<file path="config.mk">
export PLATFORM = sky130hd
export DESIGN_NAME = yuv422_standard2yuv
export DESIGN_NICKNAME = d
export VERILOG_FILES = /design/src/rtl/yuv422_standard2yuv_pkg.sv /design/src/rtl/yuv422_standard2yuv_chroma_unoffset.sv /design/src/rtl/yuv422_standard2yuv.sv
export SDC_FILE = /design/constraint.sdc
export NUM_CORES = 1
export LEC_CHECK = 0
export ABC_CLOCK_PERIOD_IN_PS = 1700
export CAP_MARGIN = 30
export CORE_MARGIN = 1.5
export CORE_UTILIZATION = 40
export CTS_CLUSTER_DIAMETER = 50
export DETAILED_ROUTE_END_ITERATION = 10
export GPL_ROUTABILITY_DRIVEN = 0
export PLACE_DENSITY_LB_ADDON = 0.2
export SLEW_MARGIN = 10
export SYNTH_ARGS = -nofsm -noshare
export SYNTH_HDL_FRONTEND = slang
export SYNTH_SLANG_ARGS = --single-unit
</file>
<file path="constraint.sdc">
create_clock -name clk -period 1.7 [get_ports clk]
set_input_delay 0.34 -clock clk [delete_from_list [all_inputs] [get_ports clk]]
set_output_delay 0.34 -clock clk [all_outputs]
set_load 0.005 [all_outputs]
</file>
<file path="src/rtl/yuv422_standard2yuv_pkg.sv">
// Shared definitions for the 4:2:2 standard-to-signed YUV unpacker: dtype width,
// chroma offset helper and FSM state encodings.
`ifndef DTYPE_WIDTH
`define DTYPE_WIDTH 8
`endif

package yuv422_standard2yuv_pkg;

  localparam int META_WIDTH = 16;

  // Position inside the interleaved C0 Y0 C1 Y1 group.
  typedef enum logic [1:0] {
    S_C0 = 2'd0,
    S_Y0 = 2'd1,
    S_C1 = 2'd2,
    S_Y1 = 2'd3
  } state_e;

  // Mid-scale bias of an unsigned chroma sample of width w.
  function automatic int chroma_offset(input int w);
    return 128 << (w - 8);
  endfunction

endpackage

</file>
<file path="src/rtl/yuv422_standard2yuv_chroma_unoffset.sv">
// Converts one unsigned offset-binary chroma sample to two's complement.
import yuv422_standard2yuv_pkg::*;

module yuv422_standard2yuv_chroma_unoffset #(
  parameter int PIXEL_WIDTH = 8
) (
  input  logic [PIXEL_WIDTH-1:0] sample,
  output logic [PIXEL_WIDTH-1:0] signed_sample
);

  // Modulo subtraction of the mid-scale bias reduces to flipping the MSB.
  assign signed_sample = sample - PIXEL_WIDTH'(chroma_offset(PIXEL_WIDTH));

endmodule

</file>
<file path="src/rtl/yuv422_standard2yuv.sv">
// Unpacks an interleaved unsigned 4:2:2 stream into one signed-chroma 4:4:4
// pixel per luma sample, with a registered bypass when enable is low.
import yuv422_standard2yuv_pkg::*;

module yuv422_standard2yuv #(
  parameter int PIXEL_WIDTH = 8,
  parameter bit SWAP_UV     = 1'b0
) (
  input  logic                    clk,
  input  logic                    resetb,
  input  logic                    enable,
  input  logic                    dvi,
  input  logic [`DTYPE_WIDTH-1:0] dtypei,
  input  logic [PIXEL_WIDTH-1:0]  datai,
  input  logic [META_WIDTH-1:0]   meta_datai,
  output logic                    dvo,
  output logic [`DTYPE_WIDTH-1:0] dtypeo,
  output logic [PIXEL_WIDTH-1:0]  yo,
  output logic [PIXEL_WIDTH-1:0]  uo,
  output logic [PIXEL_WIDTH-1:0]  vo,
  output logic [META_WIDTH-1:0]   meta_datao,
  output logic                    align_err
);

  state_e                 state, state_nxt;
  logic [PIXEL_WIDTH-1:0] c0_hold, c0_nxt;
  logic [PIXEL_WIDTH-1:0] y0_hold, y0_nxt;
  logic [PIXEL_WIDTH-1:0] u_hold, u_nxt, v_hold, v_nxt;
  logic [PIXEL_WIDTH-1:0] u_raw, v_raw, u_new, v_new;
  logic [PIXEL_WIDTH-1:0] y_sel, u_sel, v_sel;
  logic                   emit, err_set;

  // c0_hold is always the first chroma of the group; SWAP_UV says which one that is.
  assign u_raw = SWAP_UV ? datai : c0_hold;
  assign v_raw = SWAP_UV ? c0_hold : datai;

  yuv422_standard2yuv_chroma_unoffset #(.PIXEL_WIDTH(PIXEL_WIDTH)) u_unoffset_u (
    .sample        (u_raw),
    .signed_sample (u_new)
  );

  yuv422_standard2yuv_chroma_unoffset #(.PIXEL_WIDTH(PIXEL_WIDTH)) u_unoffset_v (
    .sample        (v_raw),
    .signed_sample (v_new)
  );

  always_comb begin
    // NOTE: every signal gets a default first so no path leaves it unassigned (no latches).
    state_nxt = state;
    c0_nxt    = c0_hold;
    y0_nxt    = y0_hold;
    u_nxt     = u_hold;
    v_nxt     = v_hold;
    emit      = 1'b0;
    err_set   = 1'b0;
    y_sel     = datai;
    u_sel     = u_hold;
    v_sel     = v_hold;
    if (!enable) begin
      state_nxt = S_C0;
      c0_nxt    = '0;
      y0_nxt    = '0;
      u_nxt     = '0;
      v_nxt     = '0;
    end else begin
      unique case (state)
        S_C0: if (dvi) begin
          c0_nxt    = datai;
          state_nxt = S_Y0;
        end
        S_Y0: if (dvi) begin
          y0_nxt    = datai;
          state_nxt = S_C1;
        end else begin
          state_nxt = S_C0;
          err_set   = 1'b1;
        end
        S_C1: if (dvi) begin
          emit      = 1'b1;
          y_sel     = y0_hold;
          u_sel     = u_new;
          v_sel     = v_new;
          u_nxt     = u_new;
          v_nxt     = v_new;
          state_nxt = S_Y1;
        end else begin
          state_nxt = S_C0;
          err_set   = 1'b1;
        end
        S_Y1: if (dvi) begin
          emit      = 1'b1;
          state_nxt = S_C0;
        end
        default: state_nxt = S_C0;
      endcase
    end
  end

  // NOTE: holding registers are reset too, so a group cut by reset leaves no stale chroma.
  always_ff @(posedge clk or negedge resetb) begin
    if (!resetb) begin
      state   <= S_C0;
      c0_hold <= '0;
      y0_hold <= '0;
      u_hold  <= '0;
      v_hold  <= '0;
    end else begin
      // NOTE: non-blocking assignments so every register samples pre-edge values.
      state   <= state_nxt;
      c0_hold <= c0_nxt;
      y0_hold <= y0_nxt;
      u_hold  <= u_nxt;
      v_hold  <= v_nxt;
    end
  end

  always_ff @(posedge clk or negedge resetb) begin
    if (!resetb) begin
      dvo        <= 1'b0;
      dtypeo     <= '0;
      yo         <= '0;
      uo         <= '0;
      vo         <= '0;
      meta_datao <= '0;
      align_err  <= 1'b0;
    end else if (!enable) begin
      dvo        <= dvi;
      dtypeo     <= dtypei;
      yo         <= datai;
      uo         <= '0;
      vo         <= '0;
      meta_datao <= meta_datai;
      align_err  <= 1'b0;
    end else begin
      dvo <= emit;
      if (emit) begin
        dtypeo     <= dtypei;
        yo         <= y_sel;
        uo         <= u_sel;
        vo         <= v_sel;
        meta_datao <= meta_datai;
      end
      if (err_set) align_err <= 1'b1;
    end
  end

endmodule

</file>
==> flow_metrics.py <==
metrics = {
    "final_layout": {
        "fin_util": 0.553,
        "final_cell_mix": "dfrtp_1, clkdlybuf4s50_1, nand2_1",
        "area_growth_pct": 33.5,
        "finalNonFillerCells": 588,
        "layout.area.seq_um2": 2100,
        "final_area_um2": 5130,
        "antenna_cells": 0,
        "multi_input_area_um2": 1540,
        "layout-drive-gt1-share": 0.159,
        "n_fill_cell": 843,
        "fin_nets": 495,
    },
    "sta": {
        "finalCritPeriodShare": 0.957,
        "slew_viol_final": 0,
        "relSlewSlack": 0.742,
        "worst_slew_pin_slew_ps": 388,
        "rsz0062_at_grt": "true",
        "finalSetupViolCount": 0,
        "hold_violations": 0,
        "skew_ps": 9.78,
        "fmax_mhz": 614,
        "fin_crit_ps": 1630,
    },
    "setup_path": {
        "end_kind": "register",
        "crit_required_ps": 1930,
        "worstSetupPathType": "register to register",
        "start_kind": "register",
        "worstPathMaxFanout": 24,
        "rrSetupSlack_ps": 70,
        "arrival_ps": 1860,
    },
    "synthesis": {
        "synth-edff-count": 0,
        "syn_area_per_cell_um2": 10.6,
        "syn-cell-area_um2": 3840,
        "yosysWarnings": 0,
        "synth-seq-cells": 84,
        "synthCells": 362,
        "syn_nets": 403,
        "ys_seq_area_frac": 0.547,
        "async_flop_share": 1.00,
        "synth_cell_type_count": 29,
        "synth_top_flop_cell": "dfrtp_1",
    },
    "global_routing": {
        "grt_pass1_vias": 2783,
        "overflow": 0,
        "grt_usage": 0.187,
        "antenna_found_initial": 0,
        "met1_usage": 0.268,
        "grt_max_degree": 33,
        "use_met3": 0.0312,
        "grt_util_met2": 0.287,
        "grt_pass1_wl_mm": 14.6,
        "grt.busiest_layer": "met2",
    },
    "floorplan": {
        "start_util": 0.414,
        "rows": 35,
        "coreArea_um2": 9280,
        "num_io_pins": 86,
        "die_h_um": 101,
        "dieArea_um2": 10200,
        "die_x_um": 101,
    },
    "worst_hold_path": {
        "hp-class": "input pin to async pin",
    },
    "cts": {
        "clk-insertion-delay-late_ps": 350,
        "htreeDepth": 3,
        "cts_tree": "yes",
        "path_clk_slew_ps": 80,
        "cts_sinks": 84,
        "postCtsSetupBuffers": 0,
        "cts_buffers": 9,
        "clockBufferDepth": 2,
        "clockRootBuffer": "clkbuf_8",
    },
    "power": {
        "powerDensity_nw_per_um2": 827,
        "power.total_mw": 4.25,
        "max-vdd-ir-drop_uv": 498,
        "leakage_nw": 2.19,
    },
    "route": {
        "num_vias": 2946,
        "drtIter0Drc": 154,
        "drc_errors": 0,
        "wl_per_cell_um": 15.5,
        "routed_wl_mm": 9.14,
        "drt_pre_antenna_iters": 4,
        "drtAntennaViolNets": 0,
        "vias_per_cell": 5.01,
    },
    "place": {
        "dpl.hpwl_mm": 6.19,
        "placed_cells": 571,
        "io_buffers": 85,
        "placed_area_um2": 4920,
    },
    "job": {
        "cap_violations": 0,
    },
    "status": {
        "status": "completed",
    },
}
per-layer routing:
metal	wire length, um	vias to the layer above
met4	129	0
met1	4470	1420
met2	4050	98
met3	488	11
met5	0	-
li1	-	1417
power breakdown:
part / internal [mW] / total, mW / switching, mW
logic: 0.397 / 0.697 / 0.301
registers: 2.11 / 2.18 / 0.0631
clock network: 0.673 / 1.37 / 0.700
total: 3.18 / 4.25 / 1.06
Yosys cell counts (all sizes together), types with 2 or more instances:
master,number,area share
o21ai,15,0.021
nand2,82,0.081
dfrtp,84,0.55
nor2b,2,0.0033
mux2,25,0.073
a22o,16,0.036
mux2i,2,0.0052
and2,3,0.0049
clkbuf,12,0.012
a221oi,8,0.025
o21a,2,0.0039
a21boi,31,0.061
inv,10,0.0098
buf,17,0.033
ha,5,0.016
nand3,16,0.021
o211a,3,0.0078
nor2,18,0.018
o2bb2ai,7,0.016
cell type report:
cell class	count	share of cell area
Clock buffer	11	0.0256
Clock inverter	5	0.0102
Inverter	10	0.00731
Multi-Input combinational cell	239	0.301
Sequential cell	84	0.410
Tap cell	129	0.0314
Timing Repair Buffer	110	0.215
state kept, by name, summed over array words and instances (netlist names):
name        cells
y0_hold         8
dtypeo          8
dvo             1
align_err       1
uo              8
meta_datao     16
yo              8
u_hold          8
state           2
c0_hold         8
vo              8
v_hold          8
kinds of logic after synthesis:
family	after synthesis	share of synthesized area
buffers and inverters	39	0.0547
and+or+nand+nor	124	0.132
adders and majority gates	5	0.0163
DFF	84	0.547
muxes	27	0.0785
AOI/OAI and AO/OA	83	0.171
final timing paths:
check,start,end,depth (start not counted)
worst max-delay path,state[0],dtypeo[4],6
worst min-delay path,resetb,meta_datao[3],2
worst max register to register,state[0],dtypeo[4],6
worst min register to register,vo[4],vo[4],1
max in group asynchronous,resetb,yo[6],3
min in group clk,vo[4],vo[4],1
metrics by stage:
step | hold WS [ps] | TNS, ps | worst slack, ps
3_5_place_dp | 278 | -2980 | -80.3
4_1_cts | 446 | 0 | 38.7
3_3_place_gp | 274 | -2850 | -75.5
6_report | 449 | 0 | 72.4
5_1_grt | 476 | -118 | -36.0
2_1_floorplan | 44.4 | 0 | 119
worst max-delay path: stages (launching register included):
cell	delay, ps
dfrtp_1	430
inv_1	120
ha_2	220
o21ai_2	80
nand2_2	110
buf_12	190
mux2_2	350
repair_timing:
action / CTS / global route
hold buffers: 1 / 0
resized for setup: 0 / 4
setup endpoints to repair: 0 / 35
hold endpoints to repair: 23 / 0
Note: power is estimated with default switching activity, not from simulation.
==> RTL change 1: new RTL, config.mk and constraints unchanged <==
Re-encode `state_e` (4 states) as one-hot, 4 bits wide.
--- a/src/rtl/yuv422_standard2yuv_pkg.sv
+++ b/src/rtl/yuv422_standard2yuv_pkg.sv
@@ -9,11 +9,11 @@
   localparam int META_WIDTH = 16;
 
   // Position inside the interleaved C0 Y0 C1 Y1 group.
-  typedef enum logic [1:0] {
-    S_C0 = 2'd0,
-    S_Y0 = 2'd1,
-    S_C1 = 2'd2,
-    S_Y1 = 2'd3
+  typedef enum logic [3:0] {
+    S_C0 = 4'b0001,
+    S_Y0 = 4'b0010,
+    S_C1 = 4'b0100,
+    S_Y1 = 4'b1000
   } state_e;
 
   // Mid-scale bias of an unsigned chroma sample of width w.
Formal check against the unedited RTL: same outputs for any inputs over 10 cycles, from zero or initial values and one cycle with resetb low; not proved beyond that.
==> RTL change 1 against the original RTL <==
  * Routed wire length is 24% lower
  * Utilization rose by 2.1 points
  * Worst hold slack lost 0.10 ns
  * Synthesized area shrank 12%
  * Highest routed layer unchanged
  * Critical path type unchanged
  * Cell area decreased by 8.2%
  * Sequential cell count up 2
  * Total power down 5.7%
  * Worst setup slack better by 0.019 ns
==> RTL change 1: results (changes against the original RTL) <==
outcome=finished, final reports clean; Final Skew=0.00589 ns (-0.00388 ns); wire per inst=14.8 um (-4.7%); sequential element share of the synthesized area=63.5% (+8.8 points); vias in the first global route=2402 (-14%); Worst Path Max Fanout=8 (-67%); Pre-Repair DR Iteration Count=4 (unchanged); gr usage total=17.3% (-1.4 points); largest net degree at the start of global routing=37 (+12%); Commonest cells post-synth=85 x dfrtp_1, 24 x mux2_2, 24 x mux2i_1; Detail Placement HPWL=4960 um (-20%); routed vias/inst=5.02 (+0.14%); static leakage=2.23 nW (+2.2%); 1st-iter DRT viols=75 (-51%); layout cells sized above 1=18.3% (+2.4 points); Biggest register=meta_datao; Worst-path clk slew=0.08 ns (about the same); CP Data Arrival Time=1.85 ns; Sw Share=23.5% (-1.5 points); TritonCTS buffer count=9 (unchanged); synth top area cells=dfrtp_1 63%, mux2_2 8.0%, mux2i_1 7.1%; peak supply drop=423 uV (-15%); worst hold path class=primary input to flip-flop; Syn Nets=296 (-27%); first-pass GRT wire length=11800 um (-19%); # diodes=0 (unchanged); Cell variety after synth=32 (+10%); Slew HR=64.2% (-9.9 points); NumNets Final=398 (-20%)
[RTL change 1: cell count changes in the layout (fill, tap and decap cells not counted), moves of 4 or more]
cell       change
a21boi_0      -31
a221oi_2       -5
buf_4          -5
ha_1           -4
inv_1          -7
mux2i_1       +21
nand2_1       -58
nand3_1       -15
o21ai_1        +8
o2bb2ai_1      -7
[RTL change 1: repair_timing]
action / in CTS / in global routing
hold buffers: 1 / 0
hold endpoints to repair: 25 / 0
endpoints found under the setup margin: 0 / 38
gates resized for setup: 0 / 5
[RTL change 1: cell families (layout without fill, tap and decap cells)]
logic type	count (synthesis)	count (layout)	synth area share (%)
buffers and inverters	17	123	2.91
XOR/XNOR	2	2	0.517
flip-flops	86	86	63.5
multiplexers	48	48	15.1
AO/OA/AOI/OAI	47	47	9.11
AND/OR/NAND/NOR	60	60	8.89
[RTL change 1: layout make-up]
class,count,area [um^2]
inverter,3,11.3
multi-input combinational,157,1160
tap,105,131
sequential,86,2150
clock buffer,12,155
clock inverter,3,20.0
timing repair buffer,105,1080
fill,708,3500
[RTL change 1: power groups by stage]
| stage | Combinational (mW) | Clock (mW) | Sequential, mW |
|---|---|---|---|
| floorplan | 0.155 | 0 | 2.23 |
| global placement | 0.519 | 0 | 2.23 |
| detailed placement | 0.525 | 0 | 2.23 |
| CTS | 0.529 | 1.34 | 2.19 |
| global route | 0.568 | 1.41 | 2.20 |
| finish | 0.517 | 1.30 | 2.19 |
[RTL change 1: metrics by stage]
step,setup slack (ns),cells,setup TNS (ns),area (um^2)
floorplan,0.137,260,0,3390
global placement,-0.327,455,-16.66,4520
detailed placement,-0.380,455,-19.48,4520
CTS,0.00771,471,0,4700
global route,0.00162,471,0,4710
finish,0.0919,471,0,4710
[RTL change 1: worst paths after layout]
kind | from | endpoint | depth (start not counted) | slack [ns]
setup reg to reg | state[3] | yo[6] | 4 | 0.09
max in group asynchronous | resetb | state[0] | 3 | 0.71
hold / removal | dvi | dvo | 2 | 0.35
hold reg to reg | vo[4] | vo[4] | 2 | 0.48
setup / recovery | state[3] | yo[6] | 4 | 0.09
min in group asynchronous | resetb | vo[4] | 2 | 0.45
[RTL change 1: routing by layer]
layer / routed length [um] / global-route usage, % / vias to the layer above
li1: - / - / 1109
met1: 3250 / 23.9 / 1181
met2: 3230 / 25.9 / 62
met3: 341 / 3.67 / 11
met4: 146 / 7.84 / 0
met5: 0 / 0 / -
[RTL change 1: critical path, stage by stage, from the launching register on]
cell and delay [ns]:
dfrtp_2 0.45, nand3b_4 0.17, or4b_4 0.61, mux2i_1 0.21, o21ai_1 0.07
==> RTL change 2: new RTL, same flow settings <==
Made on the original files. Set the macro `DTYPE_WIDTH` to 6 (it was 8).
--- a/src/rtl/yuv422_standard2yuv_pkg.sv
+++ b/src/rtl/yuv422_standard2yuv_pkg.sv
@@ -1,7 +1,7 @@
 // Shared definitions for the 4:2:2 standard-to-signed YUV unpacker: dtype width,
 // chroma offset helper and FSM state encodings.
 `ifndef DTYPE_WIDTH
-`define DTYPE_WIDTH 8
+`define DTYPE_WIDTH 6
 `endif
 
 package yuv422_standard2yuv_pkg;
Interface: changed (resized dtypei and dtypeo); port bits go from 86 to 82. No check against the original RTL was run, so the function may have changed too.
==> RTL change 2 against the original RTL <==
  * Count of clock-buffer cells in the layout is the same
  * Total power grew 2.2%
  * Routed wire length shrank 3.8%
  * Maximum frequency shrank 0.25%
  * Largest power group unchanged
  * Cell area shrank 1.2%
  * Clock power grew 12%
  * Via count shrank 2.1%
  * Sequential cell count shrank 2
  * Worst setup slack lost 0.0040 ns
  * Synthesized area shrank 2.2%
  * Synthesized cell count shrank 1.1%
  * Critical endpoint is now meta_datao[10]
==> RTL change 2: results (changes against the original RTL) <==
static leakage=2.18 nW (-0.18%); met2 wire length=4040 um (-0.30%); Cell Count Post-Placement=550 (-3.7%); met3 Track Usage GR=3.62% (+0.50 points); non-filler instance count after layout=567 (-3.6%); 1st-iter DRT viols=171 (+11%); worst slack, placed=-0.0399 ns (+0.0404 ns); vias in the first global route=2898 (+4.1%); sequential element share of the synthesized area=54.6% (-0.094 points); routed vias/inst=5.08 (+1.5%); multi-input gate area in the final layout=0.00153 mm^2 (-0.89%); Cell variety after synth=28 (-3.4%); peak supply drop=436 uV (-13%); Async S/R FF share, synth=100% (unchanged); final hold slack=0.506 ns (+0.0575 ns); GRT met1 Usage=25.4% (-1.4 points); Detail Placement HPWL=6310 um (+2.0%); NumNets Final=490 (-1.0%); layout cells sized above 1=17.3% (+1.4 points); outcome=finished, final reports clean; first-pass GRT wire length=14700 um (+0.90%); Worst Path Max Fanout=22 (-8.3%); largest net degree at the start of global routing=40 (+21%); met2 Resource Use GR=30.6% (+1.8 points); cell count after synthesis=358 (-1.1%); cell internal pwr=3.31 mW (+4.0%); wire per inst=15.5 um (-0.23%); H-tree Lvls=3 (unchanged); Final Skew=0.00812 ns (-0.00166 ns); worst slew pin tran=0.510 ns (+0.122 ns); Comb group=680 uW (-2%); Pre-Repair DR Iteration Count=5 (+1); FILL cells=840 (-0.36%); Metal-1 WL=4110 um (-8.0%); power share of the clock group=35.5% (+3.2 points); achievable clock frequency=613 MHz (-0.25%); # port buffers=81 (-4.7%); met3 routed WL=507 um (+3.9%); Syn Nets=397 (-1.5%)
RTL change 2: cell count changes after synthesis, sizes merged:
cell | unedited run | this run
mux2 | 25 | 23
dfrtp | 84 | 82
RTL change 2: final cells by class:
type | count | share of cell area (%)
flip-flops and latches | 82 | 40.5
inverters | 10 | 0.740
repair buffers | 111 | 21.6
clock inverters | 5 | 1.53
multi-input cells | 237 | 30.2
clock buffers | 11 | 2.79
well taps | 111 | 2.74
RTL change 2: cell families (layout without fill, tap and decap cells):
kind of cell | count (synthesis) | count (layout) | share of synthesized area, %
buffers and inverters | 39 | 137 | 5.33
multiplexers | 25 | 25 | 7.42
flip-flops | 82 | 82 | 54.6
AO/OA/AOI/OAI | 83 | 83 | 17.5
adder cells (fa/ha/maj) | 5 | 5 | 1.66
AND/OR/NAND/NOR | 124 | 124 | 13.5
RTL change 2: worst max-delay path: stages (launching register included):
cell,delay (ns)
dfrtp_1,0.43
inv_2,0.07
ha_2,0.21
o21ai_2,0.20
nand2_1,0.13
buf_12,0.19
mux2_2,0.28
